==> src/rtl/instr_seq_ctrl_if.sv <==
// Bus bundle between the instruction sequencer, the instruction memory and the datapath.
// The master modport is the sequencer; the slave modport is the memory/datapath side.
interface instr_seq_ctrl_if;
  logic       start;
  logic [3:0] OPcode;
  logic [5:0] label;
  logic       zero;
  logic       mem_ready;
  logic [7:0] PC;
  logic [3:0] ir_op;
  logic [5:0] ir_label;
  logic       alu_en;
  logic       alu_sub;
  logic       mem_req;
  logic       mem_we;
  logic       reg_we;
  logic       illegal;
  logic       mem_err;
  logic       halted;

  modport master (
    input  start, OPcode, label, zero, mem_ready,
    output PC, ir_op, ir_label, alu_en, alu_sub, mem_req, mem_we,
           reg_we, illegal, mem_err, halted
  );

  modport slave (
    output start, OPcode, label, zero, mem_ready,
    input  PC, ir_op, ir_label, alu_en, alu_sub, mem_req, mem_we,
           reg_we, illegal, mem_err, halted
  );
endinterface

==> src/rtl/instr_seq_ctrl.sv <==
// Multicycle fetch/decode/execute sequencer owning the 6-bit PC of a 64-entry instruction memory.
// Optional feature: define MEM_TIMEOUT_EN to bound MEMWAIT to MEM_TIMEOUT cycles and flag mem_err.
module instr_seq_ctrl #(
  parameter logic [5:0] RESET_PC = 6'd0
`ifdef MEM_TIMEOUT_EN
  , parameter int unsigned MEM_TIMEOUT = 32'd15
`endif
) (
  input  logic              clock,
  input  logic              reset,
  instr_seq_ctrl_if.master  bus
);

  typedef enum logic [2:0] {
    S_IDLE    = 3'd0,
    S_FETCH   = 3'd1,
    S_DECODE  = 3'd2,
    S_EXEC    = 3'd3,
    S_MEMWAIT = 3'd4,
    S_WB      = 3'd5,
    S_HALT    = 3'd6
  } state_t;

  localparam logic [3:0] OP_NOP   = 4'b0000;
  localparam logic [3:0] OP_ADD   = 4'b0001;
  localparam logic [3:0] OP_SUB   = 4'b0010;
  localparam logic [3:0] OP_LOAD  = 4'b0011;
  localparam logic [3:0] OP_STORE = 4'b0100;
  localparam logic [3:0] OP_JMP   = 4'b0101;
  localparam logic [3:0] OP_BEQZ  = 4'b0110;
  localparam logic [3:0] OP_HALT  = 4'b1111;

  function automatic logic is_legal(input logic [3:0] op);
    case (op)
      OP_NOP, OP_ADD, OP_SUB, OP_LOAD, OP_STORE,
      OP_JMP, OP_BEQZ, OP_HALT: is_legal = 1'b1;
      default:                  is_legal = 1'b0;
    endcase
  endfunction

  state_t     state_r, state_nxt_s;
  logic [5:0] pc_r, pc_nxt_s;
  logic [3:0] ir_op_r;
  logic [5:0] ir_label_r;
  logic       alu_en_r, alu_sub_r, mem_req_r, mem_we_r, reg_we_r, illegal_r, halted_r;
  logic       mem_op_s;
  logic       alu_en_nxt_s, alu_sub_nxt_s, mem_req_nxt_s, mem_we_nxt_s;
  logic       reg_we_nxt_s, illegal_nxt_s, halted_nxt_s;

`ifdef MEM_TIMEOUT_EN
  localparam logic [3:0] TMO_LAST = 4'(MEM_TIMEOUT - 32'd1);
  logic [3:0] tmo_cnt_r;
  logic       err_set_s, err_clr_s, mem_err_r;
`endif

  // Next-state and next-PC decode
  always_comb begin
    state_nxt_s = state_r;
    pc_nxt_s    = pc_r;
`ifdef MEM_TIMEOUT_EN
    err_set_s   = 1'b0;
    err_clr_s   = 1'b0;
`endif
    case (state_r)
      S_IDLE, S_HALT: begin
        if (bus.start) begin
          state_nxt_s = S_FETCH;
          pc_nxt_s    = RESET_PC;
`ifdef MEM_TIMEOUT_EN
          err_clr_s   = 1'b1;
`endif
        end else begin
          state_nxt_s = state_r;
        end
      end
      S_FETCH:  state_nxt_s = S_DECODE;
      S_DECODE: state_nxt_s = S_EXEC;
      S_EXEC: begin
        case (ir_op_r)
          OP_ADD, OP_SUB: state_nxt_s = S_WB;
          OP_LOAD, OP_STORE: begin
            if (bus.mem_ready) begin
              if (ir_op_r == OP_LOAD) begin
                state_nxt_s = S_WB;
              end else begin
                pc_nxt_s    = pc_r + 6'd1;
                state_nxt_s = S_FETCH;
              end
            end else begin
              state_nxt_s = S_MEMWAIT;
            end
          end
          OP_JMP: begin
            pc_nxt_s    = ir_label_r;
            state_nxt_s = S_FETCH;
          end
          OP_BEQZ: begin
            if (bus.zero) begin
              pc_nxt_s = ir_label_r;
            end else begin
              pc_nxt_s = pc_r + 6'd1;
            end
            state_nxt_s = S_FETCH;
          end
          OP_HALT: state_nxt_s = S_HALT;
          default: begin
            // NOP and undefined opcodes both just step the PC
            pc_nxt_s    = pc_r + 6'd1;
            state_nxt_s = S_FETCH;
          end
        endcase
      end
      S_MEMWAIT: begin
        if (bus.mem_ready) begin
          if (ir_op_r == OP_LOAD) begin
            state_nxt_s = S_WB;
          end else begin
            pc_nxt_s    = pc_r + 6'd1;
            state_nxt_s = S_FETCH;
          end
`ifdef MEM_TIMEOUT_EN
        end else if (tmo_cnt_r == TMO_LAST) begin
          state_nxt_s = S_HALT;
          err_set_s   = 1'b1;
`endif
        end else begin
          state_nxt_s = S_MEMWAIT;
        end
      end
      S_WB: begin
        pc_nxt_s    = pc_r + 6'd1;
        state_nxt_s = S_FETCH;
      end
      default: state_nxt_s = S_IDLE;
    endcase
  end

  // Strobes are decoded from the upcoming state so they come straight out of flops
  assign mem_op_s      = (ir_op_r == OP_LOAD) || (ir_op_r == OP_STORE);
  assign alu_en_nxt_s  = (state_nxt_s == S_EXEC) && ((ir_op_r == OP_ADD) || (ir_op_r == OP_SUB));
  assign alu_sub_nxt_s = alu_en_nxt_s && (ir_op_r == OP_SUB);
  assign mem_req_nxt_s = ((state_nxt_s == S_EXEC) && mem_op_s) || (state_nxt_s == S_MEMWAIT);
  assign mem_we_nxt_s  = mem_req_nxt_s && (ir_op_r == OP_STORE);
  assign reg_we_nxt_s  = (state_nxt_s == S_WB);
  assign illegal_nxt_s = (state_r == S_FETCH) && !is_legal(bus.OPcode);
  assign halted_nxt_s  = (state_nxt_s == S_HALT);

  // State register
  always_ff @(posedge clock or posedge reset) begin
    if (reset) begin
      state_r <= S_IDLE;
    end else begin
      state_r <= state_nxt_s;
    end
  end

  // PC, instruction register and registered strobes
  always_ff @(posedge clock or posedge reset) begin
    if (reset) begin
      pc_r       <= RESET_PC;
      ir_op_r    <= 4'd0;
      ir_label_r <= 6'd0;
      alu_en_r   <= 1'b0;
      alu_sub_r  <= 1'b0;
      mem_req_r  <= 1'b0;
      mem_we_r   <= 1'b0;
      reg_we_r   <= 1'b0;
      illegal_r  <= 1'b0;
      halted_r   <= 1'b0;
    end else begin
      pc_r <= pc_nxt_s;
      if (state_r == S_FETCH) begin
        ir_op_r    <= bus.OPcode;
        ir_label_r <= bus.label;
      end
      alu_en_r  <= alu_en_nxt_s;
      alu_sub_r <= alu_sub_nxt_s;
      mem_req_r <= mem_req_nxt_s;
      mem_we_r  <= mem_we_nxt_s;
      reg_we_r  <= reg_we_nxt_s;
      illegal_r <= illegal_nxt_s;
      halted_r  <= halted_nxt_s;
    end
  end

`ifdef MEM_TIMEOUT_EN
  // MEMWAIT cycle counter and sticky timeout flag
  always_ff @(posedge clock or posedge reset) begin
    if (reset) begin
      tmo_cnt_r <= 4'd0;
      mem_err_r <= 1'b0;
    end else begin
      if (state_r == S_MEMWAIT) begin
        tmo_cnt_r <= tmo_cnt_r + 4'd1;
      end else begin
        tmo_cnt_r <= 4'd0;
      end
      if (err_clr_s) begin
        mem_err_r <= 1'b0;
      end else if (err_set_s) begin
        mem_err_r <= 1'b1;
      end
    end
  end
  assign bus.mem_err = mem_err_r;
`else
  assign bus.mem_err = 1'b0;
`endif

  assign bus.PC       = {2'b00, pc_r};
  assign bus.ir_op    = ir_op_r;
  assign bus.ir_label = ir_label_r;
  assign bus.alu_en   = alu_en_r;
  assign bus.alu_sub  = alu_sub_r;
  assign bus.mem_req  = mem_req_r;
  assign bus.mem_we   = mem_we_r;
  assign bus.reg_we   = reg_we_r;
  assign bus.illegal  = illegal_r;
  assign bus.halted   = halted_r;

endmodule

==> src/flat_wrapper.sv <==
// flat-port wrapper written by rule: the top's interface ports become plain ports
module instr_seq_ctrl_flat 
#(
  parameter logic [5:0] RESET_PC = 6'd0

)
  (clock, reset, bus_start, bus_OPcode, bus_label, bus_zero, bus_mem_ready, bus_PC, bus_ir_op, bus_ir_label, bus_alu_en, bus_alu_sub, bus_mem_req, bus_mem_we, bus_reg_we, bus_illegal, bus_mem_err, bus_halted);
  instr_seq_ctrl_if bus_i ();
  input  logic clock;
  input  logic reset;
  input wire logic [$bits(bus_i.start)-1:0] bus_start;
  input wire logic [$bits(bus_i.OPcode)-1:0] bus_OPcode;
  input wire logic [$bits(bus_i.label)-1:0] bus_label;
  input wire logic [$bits(bus_i.zero)-1:0] bus_zero;
  input wire logic [$bits(bus_i.mem_ready)-1:0] bus_mem_ready;
  output wire logic [$bits(bus_i.PC)-1:0] bus_PC;
  output wire logic [$bits(bus_i.ir_op)-1:0] bus_ir_op;
  output wire logic [$bits(bus_i.ir_label)-1:0] bus_ir_label;
  output wire logic [$bits(bus_i.alu_en)-1:0] bus_alu_en;
  output wire logic [$bits(bus_i.alu_sub)-1:0] bus_alu_sub;
  output wire logic [$bits(bus_i.mem_req)-1:0] bus_mem_req;
  output wire logic [$bits(bus_i.mem_we)-1:0] bus_mem_we;
  output wire logic [$bits(bus_i.reg_we)-1:0] bus_reg_we;
  output wire logic [$bits(bus_i.illegal)-1:0] bus_illegal;
  output wire logic [$bits(bus_i.mem_err)-1:0] bus_mem_err;
  output wire logic [$bits(bus_i.halted)-1:0] bus_halted;
  assign bus_i.start = bus_start;
  assign bus_i.OPcode = bus_OPcode;
  assign bus_i.label = bus_label;
  assign bus_i.zero = bus_zero;
  assign bus_i.mem_ready = bus_mem_ready;
  assign bus_PC = bus_i.PC;
  assign bus_ir_op = bus_i.ir_op;
  assign bus_ir_label = bus_i.ir_label;
  assign bus_alu_en = bus_i.alu_en;
  assign bus_alu_sub = bus_i.alu_sub;
  assign bus_mem_req = bus_i.mem_req;
  assign bus_mem_we = bus_i.mem_we;
  assign bus_reg_we = bus_i.reg_we;
  assign bus_illegal = bus_i.illegal;
  assign bus_mem_err = bus_i.mem_err;
  assign bus_halted = bus_i.halted;
  instr_seq_ctrl #(.RESET_PC(RESET_PC)) u_core (.clock(clock), .reset(reset), .bus(bus_i));
endmodule
==> config.mk <==
export PLATFORM = sky130hd
export DESIGN_NAME = instr_seq_ctrl_flat
export DESIGN_NICKNAME = d
export VERILOG_FILES = /design/src/rtl/instr_seq_ctrl_if.sv /design/src/rtl/instr_seq_ctrl.sv /design/src/flat_wrapper.sv
export SDC_FILE = /design/constraint.sdc
export NUM_CORES = 1
export LEC_CHECK = 0
export CAP_MARGIN = 10
export CORE_MARGIN = 1.5
export CORE_UTILIZATION = 55
export DETAILED_ROUTE_END_ITERATION = 8
export PLACE_DENSITY = 0.88
export SLEW_MARGIN = 20
export SYNTH_ARGS = -nofsm -noshare
export SYNTH_HDL_FRONTEND = slang
export SYNTH_SLANG_ARGS = --single-unit
==> constraint.sdc <==
create_clock -name clock -period 4.55 [get_ports clock]
set_clock_uncertainty 0.1 [all_clocks]
set_input_delay 0.91 -clock clock [delete_from_list [all_inputs] [get_ports clock]]
set_output_delay 0.91 -clock clock [all_outputs]
set_load 0.01 [all_outputs]
==> results.md, run 1 <==
- The run finished with clean final reports.
- The min-delay analysis places its worst path in the category flop to flop.
- Measured along the x axis, the die boundary spans 61.1 um.
- The count of nets after finishing is 250.
- In this run the worst path has a maximum fanout of 10.
- The number of max-slew violations in the final report is 0.
- The period utilization is 62.6%.
- VDD sags by at most 0.409 mV.
- Multiplexer cells account for 6.06% of the synthesized area.
- The count of port buffers added during placement is 37.
- For this design the top-level I/O count stands at 41.
- The top cell type by total area after synthesis is sky130_fd_sc_hd__dfrtp_1.
- The wire length reported by the detailed router is 4190 um.
- Cell internal power was estimated by the tool at 0.729 mW.
- The setup-violating endpoint count in the final report is 0.
- The via count of the first global-routing pass is 1,445.
- The required time at the worst-slack endpoint is 4.72 ns.
- The wire length on met2 is 1910 um.
- Compared with the post-synthesis result, the final layout area differs by 20.7%.
- The first detailed-routing pass ran for 4 iterations.
- In this run the critical register-to-register path is launched from u_core.bus.ir_op[1]$_DFFE_PP0P_.
- The synthesized design contains 0 enable-type register cells.
- Ranked by total cell area, the synthesized netlist is headed by sky130_fd_sc_hd__dfrtp_1, sky130_fd_sc_hd__mux2_1, sky130_fd_sc_hd__a21oi_1.
- The detailed placement HPWL is 3080 um.
- The total area inside the core boundary comes to 0.00313 sq mm.
- The detailed router put a total of 1970 um of wire on met1.
- The synthesized netlist devotes 25.4% of its cell area to compound gates.
- The quantity of hold-fixing buffers added after cts is 0.
- The switching part of the total power is 45.5%.
- The startpoint of the most critical hold path is u_core.bus.ir_label[3]$_DFFE_PP0P_.
- The leading register cell type out of synthesis is sky130_fd_sc_hd__dfrtp_1.
- Derived from the worst setup path, the maximum achievable clock frequency is 351 MHz.
- The unique cell type count in the Yosys netlist is 63.
- Including well taps, the total number of placed cells is 272.
- The number of hold violations in the final report is 0.
- Routability-driven placement finished with a final weighted congestion of 0.889.
- The power per unit of standard cell area is 597 mW/mm^2.
- After detailed routing, the number of vias per cell comes to 6.12.
- The xor-xnor portion of the synthesized cell area is 3.30%.
- The class of the most critical setup path is input port to flop.
- The final routed wire length divided by cell count is 15.2 um.
- Of the total synthesized cell area, the portion taken by AND, OR, NAND and NOR gates is 22.6%.
- The utilization after layout is 71.6%.
- After detailed routing, no signal wire sits above met4.
- The first global-routing pass estimated 6700 um of wire.
- The smallest clock period supported by the final layout is computed as 2.85 ns.
- CTS built an H-tree with a depth of 1.
- The number of nets with antenna violations after routing is 0.
- The portion of total power attributed to sequential cells is 37.0%.
- The mapped cell area is 0.00186 sq mm.
- The max-cap check violation count is 0.
- The sum of met3 wire segment lengths after detailed routing is 234 um.
- The clock network is responsible for 9.0% of the overall power.
- By count the netlist is led by sky130_fd_sc_hd__dfrtp_1, sky130_fd_sc_hd__a21oi_1, sky130_fd_sc_hd__nand2_1.
- The first-iteration detailed-routing DRC count is 131.
- The final-layout setup total negative slack is 0 ns.
- In this run, CTS created clock tree buffers numbering 3.
- Excluding fillers, the count of instances in the completed layout stands at 276.
- The number of instances in the synthesized netlist is 206.
- For the worst setup path, the data arrival time is 3.02 ns.
- At the pin with the least slew margin, the transition time is 0.973 ns.
- Row generation in the floorplan step produced 20 rows.
- The number of design rule violations left after detail routing is 0.
- Once the clock tree was built, the resizer swapped 0 gates to a different size.
- The timing startpoint of the critical path is bus_mem_ready.
- In this run, synthesis produced a sequential element count of 26.
- The startpoint type of the worst setup path is an input port.
- The proportion of power drawn by combinational gates is 54.0%.
- The number of antenna violations at the first check in global routing came to 0.
- The all-layer global routing usage is 24.4%.
- Yosys printed 0 warnings.
- The post-synthesis share of cell area spent on full adders, half adders and majority gates is 1.35%.
- The top cell type's share of synthesized area is 35.0%.
- The clock tree from TritonCTS is yes.
- The post-CTS setup-driven buffer insertion count is 0.
- The buffer cell driving the clock tree root is sky130_fd_sc_hd__clkbuf_4.
- The clock latency reported for the late side of the worst-skew pair is 0.33 ns.
- After synthesis, the mean cell area works out to 9.01 sq um.
- The relative max-transition margin is 35.0%.
- The category of the worst setup path capture point is a flop.
- The clock tree buffer depth is 2.
- Summed over all nets, the switching power comes to 0.608 mW.
- After synthesis, the largest family of logic cells by area is compound AO/OA/AOI/OAI gates.
- The chip height is 61.1 um.
- The number of vias after detailed routing is 1,690.
- Summed over all cells, the static leakage comes to 0.893 nW.
- Of the synthesized area, sequential elements account for 35.0%.
- The number of antenna diodes in the final layout is 0.
- Entering global routing, the biggest net connects 27 pins.
- The CTS clock-pin slew for the worst setup and hold paths is 0.14 ns.
- Setup repair after global routing left no endpoint under its margin.
- The async set or reset register ratio after synthesis is 100%.
- The fraction of final layout cells with drive strength greater than 1 is 6.90%.
- The clock drives 26 sinks.
- By instance count, the leading cell after synthesis is sky130_fd_sc_hd__dfrtp_1.
- The overflow left after global routing is 0.
- The die area is 0.00373 sq mm.
- Once the floorplan was initialized, standard cells occupied 59.4% of the core.
## metrics by stage
step / cell area, sq um / hold WS (ns) / total power [mW] / worst slack, ns
after floorplan: 1860 / 0.448 / 0.961 / 1.97
after global placement: 2200 / 0.401 / 1.19 / 1.44
after detailed placement: 2200 / 0.406 / 1.21 / 1.39
after CTS: 2240 / 0.437 / 1.33 / 1.73
after global routing: 2240 / 0.475 / 1.44 / 1.70
final: 2240 / 0.442 / 1.34 / 1.70
## cell usage in the layout, fill, tap and decap left out, drive strengths merged, types with 7 or more instances in the layout
master          n
dfrtp          26
nand2b          9
mux2           10
inv             7
a21oi          15
nand3           8
clkdlybuf4s50  37
nor2            7
nand2          14
o21ai          11
## critical path, cell delays in order
cell                              delay (ns)
sky130_fd_sc_hd__clkdlybuf4s50_1        0.59
sky130_fd_sc_hd__or4b_4                 0.57
sky130_fd_sc_hd__a2111o_1               0.49
sky130_fd_sc_hd__a31oi_4                0.18
sky130_fd_sc_hd__nand3_2                0.11
sky130_fd_sc_hd__a21boi_2               0.16
## per-layer routing
layer | vias up | GRT usage [%]
met3 | 9 | 2.73
met1 | 801 | 35.6
met2 | 70 | 36.8
met4 | 0 | 10.6
met5 | - | 0
li1 | 810 | -
## area by class of cell
type | count | area, sq um
timing repair buffer | 37 | 370
clock buffer | 4 | 36.3
inverter | 7 | 26.3
tap | 44 | 55.1
multi-input combinational | 158 | 1100
sequential | 26 | 651
fill | 246 | 887
## logic make-up after synthesis
| logic type | after synthesis |
|---|---|
| simple gates | 71 |
| xor+xnor | 7 |
| flops | 26 |
| mux | 10 |
| buf+inv | 24 |
| compound gates | 65 |
| other cells | 1 |
| fa+ha+maj | 2 |
## registers in the layout, summed over array words and instances (netlist names)
signal and count:
u_core.bus.ir_label 6, u_core.pc_r 6, u_core.bus.ir_op 4, u_core.state_r 3, u_core.bus.alu_en 1, u_core.bus.alu_sub 1
u_core.bus.halted 1, u_core.bus.illegal 1, u_core.bus.mem_req 1, u_core.bus.mem_we 1, u_core.bus.reg_we 1
## worst paths after layout
kind,endpoint,slack (ns),cells past startpoint
setup / recovery,u_core.bus.mem_we$_DFF_PP0_,1.70,6
hold / removal,u_core.bus.ir_label[3]$_DFFE_PP0P_,0.44,1
min in group asynchronous,u_core.bus.illegal$_DFF_PP0_,1.00,2
hold reg to reg,u_core.bus.ir_label[3]$_DFFE_PP0P_,0.44,1
max in group asynchronous,u_core.pc_r[4]$_DFFE_PP0P_,2.77,2
setup reg to reg,u_core.bus.alu_sub$_DFF_PP0_,2.07,5
## power by group through the flow
stage | logic, mW | registers [mW] | clock network [mW]
floorplan | 0.532 | 0.429 | 0
global route | 0.787 | 0.518 | 0.130
CTS | 0.718 | 0.491 | 0.119
global placement | 0.703 | 0.492 | 0
detailed placement | 0.716 | 0.496 | 0
finish | 0.722 | 0.495 | 0.120
Note: power is estimated with default switching activity, not from simulation.
==> inputs of run 2 (changes only) <==
- CORE_UTILIZATION: 55 -> 46
- PLACE_DENSITY: 0.88 -> 0.79
- clock period: 4.55 -> 2.5 ns (I/O delays scaled with it)
==> run 2 against run 1 <==
Count of clock-buffer cells in the layout down 1. Die area increased by 19%. Core utilization decreased by 8.4 points. Total power rose by 100%. Setup slack lost 1.5 ns. Sequential share of layout area decreased by 1.8 points. Hold slack worse by 0.019 ns. Global-route usage decreased by 1.9 points. First-iteration DRC count grew 24%. Final cell count is 6.5% higher. Register-to-register slack worse by 1.8 ns. Via count increased by 2.2%. Critical endpoint is now bus_ir_op[3]. Largest power group unchanged. Highest routed layer unchanged.
==> results.md, run 2 (same netlist as run 1, synthesis figures left out) <==
- The total clock sinks is 26 (unchanged).
- The clock period minus final worst setup slack is 2.25 ns.
- The wire length reported by the detailed router came to 4390 um (was 4190 um).
- The first-iteration detailed-routing DRC count was 162 (was 131).
- The quantity of hold-fixing buffers added after cts is 0 (unchanged).
- The worst stage delay on the critical path is 0.73 ns (was 0.59 ns).
- Static timing analysis puts the maximum clock frequency at 444 MHz.
- The slowest cell on the critical path is sky130_fd_sc_hd__dfrtp_1 (was sky130_fd_sc_hd__clkdlybuf4s50_1).
- The total power after layout is 2.72 mW (was 1.34 mW).
- The wire length on met2 is 2020 um (was 1910 um).
- The clock tree buffer depth is 2 (unchanged).
- The number of hold violations in the final report is 0 (unchanged).
- The final routed wire length divided by cell count is 14.9 um (was 15.2 um).
- The overflow left after global routing came to 0 (unchanged).
- The sequential cell area came to 651 sq um (unchanged).
- The initial standard-cell utilization of the core is 49.2% (was 59.4%).
- The area inside the core boundary is 0.00377 sq mm (was 0.00313 sq mm).
- The top-level port count is 41 (unchanged).
- The floorplan die width is 66.5 um (was 61.1 um).
- The detailed placement HPWL came to 3240 um (was 3080 um).
- The combined area of the multi-input logic cells was 0.00110 sq mm (unchanged).
- The path type of the worst min-delay path is flop to flop (unchanged).
- The setup-violating endpoint count in the final report is 0 (unchanged).
- The utilization after layout is 63.3% (was 71.6%).
- The clock tree from TritonCTS is yes (unchanged).
- The total of fill cells in the finished design is 310 (was 246).
- The post-CTS setup-driven buffer insertion count is 0 (unchanged).
- The arrival time at the worst endpoint came to 1.65 ns (was 3.02 ns).
- The required time at the worst-slack endpoint is 1.90 ns (was 4.72 ns).
- The count of port buffers added during placement was 37 (unchanged).
- The all-layer global routing usage is 22.5% (was 24.4%).
- The maximum number of pins on one net before global-route repair is 27 (unchanged).
- Status: finished clean (unchanged).
- The cell area after placement is 0.00231 sq mm (was 0.00220 sq mm).
- The first-pass GRT wire length is 7600 um (was 6700 um).
- The max-cap check violation count is 0 (unchanged).
- The number of nets with antenna violations after routing came to 0 (unchanged).
- Crit path cell chain: clkdlybuf4s50_1 (was clkdlybuf4s50_1 > or4b_4 > a2111o_1 > a31oi_4 > nand3_2 > a21boi_2).
- The relative max-transition margin is 60.5% (was 35.0%).
- The CTS buffer count is 3 (unchanged).
- RSZ-0062 raised after global routing: false (unchanged).
- The maximum vdd ir drop is 0.779 mV (was 0.409 mV).
- The final design area excluding fillers is 0.00239 sq mm (was 0.00224 sq mm).
- The area growth from synthesis to final layout is 28.5% (was 20.7%).
- The CTS clock-pin slew for the worst setup and hold paths is 0.09 ns (was 0.14 ns).
- The category of the worst setup path capture point is a primary output (was flop).
- The placement row count was 22 (was 20).
- The critical-path maximum fanout was 20 (was 10).
- The wire length the detailed router placed on met1 is 2060 um (was 1970 um).
- The chip height is 66.5 um (was 61.1 um).
- The sum of met3 wire segment lengths after detailed routing was 238 um (was 234 um).
- The first-pass detailed-route iteration total is 4 (unchanged).
- The power per unit of standard cell area is 1140 mW/mm^2 (was 597 mW/mm^2).
- The actual transition at the worst max-transition pin is 0.593 ns (was 0.973 ns).
- The leakage power is 0.976 nW (was 0.893 nW).
- The combined buffer and inverter count along the critical path is 1 (unchanged).
- The number of antenna violations at the first check in global routing is 0 (unchanged).
- The final hold slack is 0.423 ns (was 0.442 ns).
- The antenna diode count is 0 (unchanged).
- The number of design rule violations left after detail routing is 0 (unchanged).
- The fraction of final layout cells with drive strength greater than 1 is 12.2% (was 6.90%).
- The number of gates resized after CTS came to 0 (unchanged).
- The class of the most critical setup path was flop to primary output (was input port to flop).
- The number of vias after detailed routing is 1,727 (was 1,690).
- The startpoint type of the worst setup path is a flop (was input port).
- The count of nets after finishing is 264 (was 250).
- The number of max-slew violations in the final report came to 0 (unchanged).
- The clock latency reported for the late side of the worst-skew pair came to 0.28 ns (was 0.33 ns).
- The via count normalized by instance count is 5.87 (was 6.12).
- Most used cells in the layout excluding fill and tap cells: sky130_fd_sc_hd__clkdlybuf4s50_1, sky130_fd_sc_hd__dfrtp_1, sky130_fd_sc_hd__a21oi_1, sky130_fd_sc_hd__nand2_1, sky130_fd_sc_hd__buf_4 (was sky130_fd_sc_hd__clkdlybuf4s50_1, sky130_fd_sc_hd__dfrtp_1, sky130_fd_sc_hd__a21oi_1, sky130_fd_sc_hd__nand2_1, sky130_fd_sc_hd__nand2b_1).
- The via count of the first global-routing pass is 1,559 (was 1,445).
- The die area is 0.00443 sq mm (was 0.00373 sq mm).
- The period utilization is 90.2%.
- The global placer's final weighted congestion is 0.882 (was 0.889).
- The depth of the CTS H-tree is 1 (unchanged).
- The buffer cell driving the clock tree root is sky130_fd_sc_hd__clkbuf_8 (was sky130_fd_sc_hd__clkbuf_4).
- The highest layer used for signal routing is met4 (unchanged).
- The kind of cell adding the most delay to the critical path is flip-flops (was compound AO/OA/AOI/OAI gates).
- The most common library cell in the layout ignoring fill and taps is sky130_fd_sc_hd__clkdlybuf4s50_1 (unchanged).
==> run 2: path summary, 6_finish.rpt <==
path	from	endpoint	slack, ns	cells past startpoint
setup reg to reg	u_core.bus.ir_op[3]$_DFFE_PP0P_	u_core.pc_r[4]$_DFFE_PP0P_	0.30	5
hold reg to reg	u_core.bus.ir_label[3]$_DFFE_PP0P_	u_core.bus.ir_label[3]$_DFFE_PP0P_	0.42	1
setup / recovery	u_core.bus.ir_op[3]$_DFFE_PP0P_	bus_ir_op[3]	0.25	1
hold / removal	u_core.bus.ir_label[3]$_DFFE_PP0P_	u_core.bus.ir_label[3]$_DFFE_PP0P_	0.42	1
min in group asynchronous	reset	u_core.bus.mem_req$_DFF_PP0_	0.47	3
max in group asynchronous	reset	u_core.pc_r[4]$_DFFE_PP0P_	1.58	3
==> run 2: power by group <==
| part | total [mW] | leakage (nW) | internal (mW) | switching [mW] |
|---|---|---|---|---|
| clock | 0.354 | 0.0357 | 0.215 | 0.140 |
| sequential | 0.825 | 0.337 | 0.575 | 0.250 |
| combinational | 1.54 | 0.604 | 0.783 | 0.753 |
| total | 2.72 | 0.976 | 1.57 | 1.14 |
==> run 2: layer usage <==
layer	track usage [%]	vias to the layer above
met3	2.03	7
met1	34.8	806
met4	8.93	0
met5	0	-
met2	31.9	69
li1	-	845
==> run 2: final cells by class <==
type	instances	share of cell area (%)
Timing Repair Buffer	51	19.9
Inverter	7	1.10
Tap cell	48	2.52
Sequential cell	26	27.3
Multi-Input combinational cell	158	46.2
Clock inverter	1	1.26
Clock buffer	3	1.73
==> run 2: stage by stage <==
| stage | worst slack, ns | std cells | setup TNS [ns] |
|---|---|---|---|
| after detailed placement | -0.0184 | 290 | -0.0205 |
| after CTS | 0.247 | 294 | 0 |
| after floorplan | 0.332 | 208 | 0 |
| after global placement | 0.0251 | 290 | 0 |
| after global routing | 0.0689 | 294 | 0 |
| final | 0.245 | 294 | 0 |
==> inputs of run 3 (changes only) <==
- ABC_CLOCK_PERIOD_IN_PS: unset -> 2500
==> results of run 3 <==
Same layout as run 2: the final DEF is identical, and so are final timing and power.
